## config.mk

```make
export PLATFORM = sky130hd
export DESIGN_NAME = call_stack_ctrl
export DESIGN_NICKNAME = d
export VERILOG_FILES = /design/src/rtl/call_stack_ctrl.sv
export SDC_FILE = /design/constraint.sdc
export NUM_CORES = 1
export LEC_CHECK = 0
export BUFFER_PORTS_ARGS = -buffer_cell sky130_fd_sc_hd__buf_2
export CAP_MARGIN = 10
export CORE_MARGIN = 2
export CORE_UTILIZATION = 35
export CTS_CLUSTER_DIAMETER = 120
export DETAILED_ROUTE_END_ITERATION = 12
export PLACE_DENSITY = 0.63
export RECOVER_POWER = 25
export SLEW_MARGIN = 20
export SYNTH_ARGS = -nofsm -noshare
export SYNTH_HDL_FRONTEND = slang
export SYNTH_SLANG_ARGS = --single-unit
```

## constraint.sdc

```tcl
create_clock -name clk -period 3 [get_ports clk]
set_clock_uncertainty 0.15 [all_clocks]
set_input_delay 0.15 -clock clk [delete_from_list [all_inputs] [get_ports clk]]
set_output_delay 0.15 -clock clk [all_outputs]
set_load 0.02 [all_outputs]
```

## src/rtl/call_stack_ctrl.sv

```systemverilog
`default_nettype none
// +----------------------------------------------------------------------------+
// | Module      : call_stack_ctrl                                              |
// | Description : Hardware return-address stack for the 19-bit CPU. Holds the  |
// |               newest DEPTH return addresses on-chip in a circular buffer,  |
// |               spills the oldest entry to data memory when a CALL finds     |
// |               the buffer full and refills one entry when a RET finds it    |
// |               empty. The requester is stalled while memory is busy.        |
// | Options     : define CALL_STACK_HWM_EN to add the hwm_o high-water-mark    |
// |               output (maximum of on-chip + spilled entries since reset).   |
// | Revision    : 1.0 - initial release                                        |
// +----------------------------------------------------------------------------+
module call_stack_ctrl #(
  parameter int          DEPTH     = 4,
  parameter int          MEM_DEPTH = 128,
  parameter logic [18:0] SP_BASE   = 19'h10100,
  parameter logic [18:0] FAULT_PC  = 19'h00100
) (
  input  logic        clk,
  input  logic        reset_n,
  input  logic        call_i,
  input  logic        ret_i,
  input  logic [18:0] ret_addr_i,
  output logic [18:0] ret_addr_o,
  output logic        ret_valid_o,
  output logic        stall_o,
  output logic        mem_req_o,
  output logic        mem_we_o,
  output logic [18:0] mem_addr_o,
  output logic [18:0] mem_wdata_o,
  input  logic [18:0] mem_rdata_i,
  input  logic        mem_ack_i,
  output logic [18:0] sp_o,
`ifdef CALL_STACK_HWM_EN
  output logic [7:0]  hwm_o,
`endif
  output logic        overflow_o,
  output logic        underflow_o
);

  // Widths: buffer index, on-chip occupancy (0..DEPTH), spilled count (0..MEM_DEPTH)
  localparam int PW = $clog2(DEPTH);
  localparam int CW = $clog2(DEPTH + 1);
  localparam int SW = $clog2(MEM_DEPTH + 1);

  localparam logic [CW-1:0] C_DEPTH     = CW'(DEPTH);
  localparam logic [SW-1:0] C_MEM_DEPTH = SW'(MEM_DEPTH);
  localparam logic [18:0]   C_SP_STEP   = 19'd4;

  localparam logic [1:0] S_IDLE  = 2'd0;
  localparam logic [1:0] S_SPILL = 2'd1;
  localparam logic [1:0] S_FILL  = 2'd2;

  logic [1:0]    state_q,     state_d;
  logic [CW-1:0] count_q,     count_d;
  logic [SW-1:0] spill_cnt_q, spill_cnt_d;
  logic [18:0]   sp_q,        sp_d;
  logic [PW-1:0] top_q,       top_d;
  logic          overflow_q,  overflow_d;
  logic          underflow_q, underflow_d;
  logic [18:0]   stack_q [DEPTH];
  logic [18:0]   stack_d [DEPTH];

  // Single write port into the buffer, steered by the FSM
  logic          wr_en;
  logic [PW-1:0] wr_idx;
  logic [18:0]   wr_data;

  // Oldest live entry sits count-1 slots below the top (mod DEPTH); when the
  // buffer is full the low count bits are zero and this lands on top+1.
  logic [PW-1:0] oldest_idx;
  assign oldest_idx = top_q - count_q[PW-1:0] + PW'(1);

  assign sp_o        = sp_q;
  assign overflow_o  = overflow_q;
  assign underflow_o = underflow_q;

  // Next-state, datapath control and all combinational outputs
  always_comb begin
    state_d     = state_q;
    count_d     = count_q;
    spill_cnt_d = spill_cnt_q;
    sp_d        = sp_q;
    top_d       = top_q;
    overflow_d  = overflow_q;
    underflow_d = underflow_q;
    wr_en       = 1'b0;
    wr_idx      = top_q;
    wr_data     = ret_addr_i;
    ret_valid_o = 1'b0;
    ret_addr_o  = '0;
    stall_o     = 1'b0;
    mem_req_o   = 1'b0;
    mem_we_o    = 1'b0;
    mem_addr_o  = '0;
    mem_wdata_o = '0;

    case (state_q)
      S_IDLE: begin
        if (call_i && ret_i) begin
          // Call and return together: hand back the top and replace it in
          // place; an empty stack simply forwards the incoming address.
          ret_valid_o = 1'b1;
          if (count_q != '0) begin
            ret_addr_o = stack_q[top_q];
            wr_en      = 1'b1;
            wr_idx     = top_q;
          end else begin
            ret_addr_o = ret_addr_i;
          end
        end else if (call_i) begin
          if (count_q != C_DEPTH) begin
            wr_en   = 1'b1;
            wr_idx  = top_q + PW'(1);
            top_d   = top_q + PW'(1);
            count_d = count_q + CW'(1);
          end else if (spill_cnt_q != C_MEM_DEPTH) begin
            // Full on-chip: make room by spilling the oldest, call waits
            stall_o = 1'b1;
            state_d = S_SPILL;
          end else begin
            // Nowhere left to put it: the call is dropped and flagged
            overflow_d = 1'b1;
          end
        end else if (ret_i) begin
          if (count_q != '0) begin
            ret_valid_o = 1'b1;
            ret_addr_o  = stack_q[top_q];
            top_d       = top_q - PW'(1);
            count_d     = count_q - CW'(1);
          end else if (spill_cnt_q != '0) begin
            // Empty on-chip but memory holds entries: refill one first
            stall_o = 1'b1;
            state_d = S_FILL;
          end else begin
            // Genuine underflow: return the fault vector
            ret_valid_o = 1'b1;
            ret_addr_o  = FAULT_PC;
            underflow_d = 1'b1;
          end
        end
      end

      S_SPILL: begin
        stall_o     = 1'b1;
        mem_req_o   = 1'b1;
        mem_we_o    = 1'b1;
        mem_addr_o  = sp_q;
        mem_wdata_o = stack_q[oldest_idx];
        if (mem_ack_i) begin
          count_d     = count_q - CW'(1);
          sp_d        = sp_q - C_SP_STEP;
          spill_cnt_d = spill_cnt_q + SW'(1);
          state_d     = S_IDLE;
        end
      end

      S_FILL: begin
        stall_o    = 1'b1;
        mem_req_o  = 1'b1;
        mem_addr_o = sp_q + C_SP_STEP;
        if (mem_ack_i) begin
          // The buffer is empty, so the refilled entry becomes the only one
          wr_en       = 1'b1;
          wr_idx      = top_q;
          wr_data     = mem_rdata_i;
          count_d     = CW'(1);
          sp_d        = sp_q + C_SP_STEP;
          spill_cnt_d = spill_cnt_q - SW'(1);
          state_d     = S_IDLE;
        end
      end

      default: begin
        state_d = S_IDLE;
      end
    endcase
  end

  // Buffer next-value: copy through, overwrite the single written slot
  always_comb begin
    stack_d = stack_q;
    if (wr_en) begin
      stack_d[wr_idx] = wr_data;
    end
  end

  // Control state registers; reset aborts any memory transaction at once
  always_ff @(posedge clk or negedge reset_n) begin
    if (!reset_n) begin
      state_q     <= S_IDLE;
      count_q     <= '0;
      spill_cnt_q <= '0;
      sp_q        <= SP_BASE;
      top_q       <= '0;
      overflow_q  <= 1'b0;
      underflow_q <= 1'b0;
    end else begin
      state_q     <= state_d;
      count_q     <= count_d;
      spill_cnt_q <= spill_cnt_d;
      sp_q        <= sp_d;
      top_q       <= top_d;
      overflow_q  <= overflow_d;
      underflow_q <= underflow_d;
    end
  end

  // Return-address buffer storage
  always_ff @(posedge clk or negedge reset_n) begin
    if (!reset_n) begin
      for (int i = 0; i < DEPTH; i++) begin
        stack_q[i] <= '0;
      end
    end else begin
      for (int i = 0; i < DEPTH; i++) begin
        stack_q[i] <= stack_d[i];
      end
    end
  end

`ifdef CALL_STACK_HWM_EN
  logic [7:0]  hwm_q, hwm_d;
  logic [15:0] occ_d;

  // Track peak total depth (on-chip + spilled), saturating at 255
  always_comb begin
    occ_d = 16'(count_d) + 16'(spill_cnt_d);
    hwm_d = hwm_q;
    if (occ_d > 16'(hwm_q)) begin
      hwm_d = (occ_d > 16'd255) ? 8'hFF : occ_d[7:0];
    end
  end

  // High-water-mark register
  always_ff @(posedge clk or negedge reset_n) begin
    if (!reset_n) begin
      hwm_q <= '0;
    end else begin
      hwm_q <= hwm_d;
    end
  end

  assign hwm_o = hwm_q;
`endif

endmodule
`default_nettype wire
```

==> run metrics <==
Critical Path AT around 2.5 ns; Reg2Reg Setup Slack 0.26 ns; TritonCTS Buffers 9; Setup CP Type reg -> out; antenna violations before repair 0; layout cell share with drive strength beyond 1 26.47%; Post-synth ARST share 100.0%; DP HPWL 14.17 mm; status finished, violations left; Hold WS 0.008226 ns; R2R Path End stack_q[44]; Starting Density ~35%; hold_sp mem_rdata_i[4]; FF-to-FF Start state_q[0]; met3 usage 3.323%; die height 149.7 um; worst-path maximum fanout 10; first-pass GRT wire length about 33 mm; WHS Path Cells 3; Lkg Pwr 4.067 nW; Synth-to-Final Area Change 20.47%; Max stage delay cell, worst path dfrtp_1; Placer Congestion 0.7988; per-cell routed wire length approximately 17 um; DR pass1 iterations 5; worst min path class in -> reg; post-route cell area 8954 sq um; max-slew violations 32; final cell utilization of the core a little over two fifths; Post-CTS Setup Bufs 0; Worst setup SP type flop; clock latency on the worst-skew pair 0.36 ns; clk slew on worst S/H paths 0.08 ns; final worst-path cycle share 92.66%; vias in the first global route about 6.2k; met2 usage slightly below 30%; crit-path cells ha_1 -> nand4_1 -> nor4_2 -> nand3_1 -> o31ai_1 -> buf_2; gr ovfl total 0; Peak VDD IR 0.8689 mV; RSZ-0062 raised after global routing false; # placed instances 1148; Die ar. about 22000 sq um; Total GRT Usage a little under a fifth; Initial DRC Count between 300 and 400; hold endpoint stack_q[4]; H-tree Lvls 3; nets 973; Syn. warnings 0; Max stage delay on crit path roughly 0.53 ns; Post-synth EDFFs 0; Final Hold Fails 0; setup violators final 0; Pwr Density 1216 nW/um^2; Clock Sink Count 110; largest net degree at the start of global routing 56; R2R depth 7; Worst setup EP type output port; WP data required 2.70 ns; Post-Synthesis Cells 787; Max Freq 359.7 MHz; prevailing post-synth register cell dfrtp_1; antenna cells 0; setup TNS 0 ns; IO buf count 120; I/O pin cnt 125; vias per std cell about 5.4; via count approximately 6.5k; met1 GRT Util 25.75%; DIE WIDTH 149.7 um; Detailed Route WL 20.38 mm; CTS tree yes; Placed Area 8348 sq um; busiest grt layer met2; core box area 20960 sq um; maximum clock path buffer count 2; synth unique cells 60; clock root cell clkbuf_16; min cycle time layout 2.780 ns; worst slew pin tran between 1.5 and 2 ns; synthesized flop and latch total 110; fin cells between 1k and 1.5k; Mapped Area 7432 sq um; drt drc 0; Mean Syn Cell Area ~9.4 sq um; max_cap viols 1; Post-DRT Antenna Nets 0; failing checks capacitance limit, slew limit; register area share after synthesis 37.07%; slew margin rel. -30.42%; num rows 53
[through the flow]
step	worst slack, ns	total power, mW
after CTS	0.04431	10.93
after floorplan	0.1407	7.885
final	0.2203	10.89
after global routing	0.04213	11.75
after global placement	0.5735	9.474
after detailed placement	0.4490	9.595
[worst max-delay path by stage]
stage / start / endpoint / slack (ns) / depth (start not counted)
5_1_grt: sp_o[2] / mem_addr_o[14] / 0.04 / 6
3_5_place_dp: sp_o[2] / mem_addr_o[18] / 0.45 / 6
6_report: sp_o[2] / mem_addr_o[18] / 0.22 / 6
4_1_cts: sp_o[2] / mem_addr_o[18] / 0.04 / 6
2_1_floorplan: state_q[0] / spill_cnt_q[6] / 0.14 / 12
3_3_place_gp: sp_o[2] / mem_addr_o[18] / 0.57 / 6
[power by group]
| part | internal [mW] | leakage [nW] | switching (mW) |
|---|---|---|---|
| logic | 3.03 | 2.59 | 3.65 |
| registers | 2.20 | 1.33 | 0.768 |
| clock network | 0.597 | 0.146 | 0.639 |
| total | 5.83 | 4.07 | 5.06 |
[per-layer routing]
layer / vias up / wire, um
met3: 24 / 1236
met1: 3138 / 9276
met4: 0 / 366
li1: 3107 / -
met5: - / 0
met2: 208 / 9503
[worst max-delay path, delay by kind of cell (launching register included)]
| kind | cells | cell delay [ns] |
|---|---|---|
| compound gates | 1 | 0.24 |
| fa+ha+maj | 1 | 0.30 |
| buf+inv | 1 | 0.21 |
| flops | 1 | 0.53 |
| simple gates | 3 | 0.83 |
[cell usage in the layout, fill, tap and decap left out, types with 4 or more instances in the layout]
| master | Yosys | final |
|---|---|---|
| a21oi_1 | 32 | 32 |
| a22oi_1 | 7 | 7 |
| a31oi_1 | 8 | 8 |
| a32oi_1 | 22 | 22 |
| buf_2 | 22 | 119 |
| buf_4 | 9 | 27 |
| clkbuf_16 | 0 | 9 |
| conb_1 | 1 | 4 |
| dfrtp_1 | 108 | 107 |
| dlygate4sd3_1 | 0 | 29 |
| ha_1 | 16 | 16 |
| inv_1 | 16 | 16 |
| mux2_2 | 38 | 38 |
| mux2i_1 | 61 | 61 |
| mux4_2 | 19 | 19 |
| nand2_1 | 111 | 110 |
| nand2b_1 | 9 | 9 |
| nand3_1 | 14 | 14 |
| nand3b_1 | 4 | 4 |
| nand4_1 | 9 | 9 |
| nor2_1 | 67 | 67 |
| nor2b_1 | 10 | 10 |
| nor3_1 | 6 | 6 |
| nor4_1 | 8 | 7 |
| o21ai_0 | 46 | 46 |
| o22ai_1 | 20 | 20 |
| o31ai_1 | 9 | 9 |
| xnor2_1 | 17 | 16 |
| xor2_1 | 17 | 17 |
[sequential cells by signal, indices dropped and copies added, names as in the netlist]
name and flops:
count_q 3, overflow_o 1, sp_o 17, spill_cnt_q 8
stack_q 76, state_q 2, top_q 2, underflow_o 1
[layout make-up]
class | count | area [sq um]
fillers | 2066 | 12000
multi-input cells | 597 | 4330
flip-flops and latches | 110 | 2756
repair buffers | 179 | 1152
well taps | 275 | 344.1
clock buffers | 9 | 225.2
clock inverters | 7 | 85.08
inverters | 16 | 60.06
[cells in the mapped netlist (4+ instances only)]
| master | number | area, sq um |
|---|---|---|
| a22oi_1 | 7 | 52.55 |
| nand2b_1 | 9 | 56.30 |
| buf_4 | 9 | 67.56 |
| nand3b_1 | 4 | 30.03 |
| a31oi_1 | 8 | 50.05 |
| buf_2 | 22 | 110.1 |
| inv_1 | 16 | 60.06 |
| mux2_2 | 38 | 427.9 |
| nand3_1 | 14 | 70.07 |
| dfrtp_1 | 108 | 2703 |
| nor2b_1 | 10 | 62.56 |
| buf_1 | 8 | 30.03 |
| o22ai_1 | 20 | 125.1 |
| clkbuf_1 | 26 | 97.59 |
| a32oi_1 | 22 | 192.7 |
| o21ai_0 | 46 | 230.2 |
| nor2_1 | 67 | 251.5 |
| xor2_1 | 17 | 148.9 |
| nand2_1 | 111 | 416.7 |
| mux2i_1 | 61 | 610.6 |
| nor4_1 | 8 | 50.05 |
| nor3_1 | 6 | 30.03 |
| ha_1 | 16 | 200.2 |
| mux4_2 | 19 | 427.9 |
| xnor2_1 | 17 | 148.9 |
| nand4_1 | 9 | 56.30 |
| o31ai_1 | 9 | 67.56 |
| a21oi_1 | 32 | 160.2 |
[cells by family after synthesis]
kind of cell	count (synthesis)	share of synthesized area, %
AO/OA/AOI/OAI	175	15.98
XOR/XNOR	34	4.007
adder cells (fa/ha/maj)	17	2.963
buffers and inverters	83	5.219
flip-flops	110	37.07
multiplexers	118	19.73
other	1	0.05046
AND/OR/NAND/NOR	249	14.98
[what timing repair did]
action                     CTS  global route
hold buffers                29             0
setup endpoints to repair    0             5
hold endpoints to repair    55             0
gates resized for setup      0             2
Power figures use the tool's default switching activity.
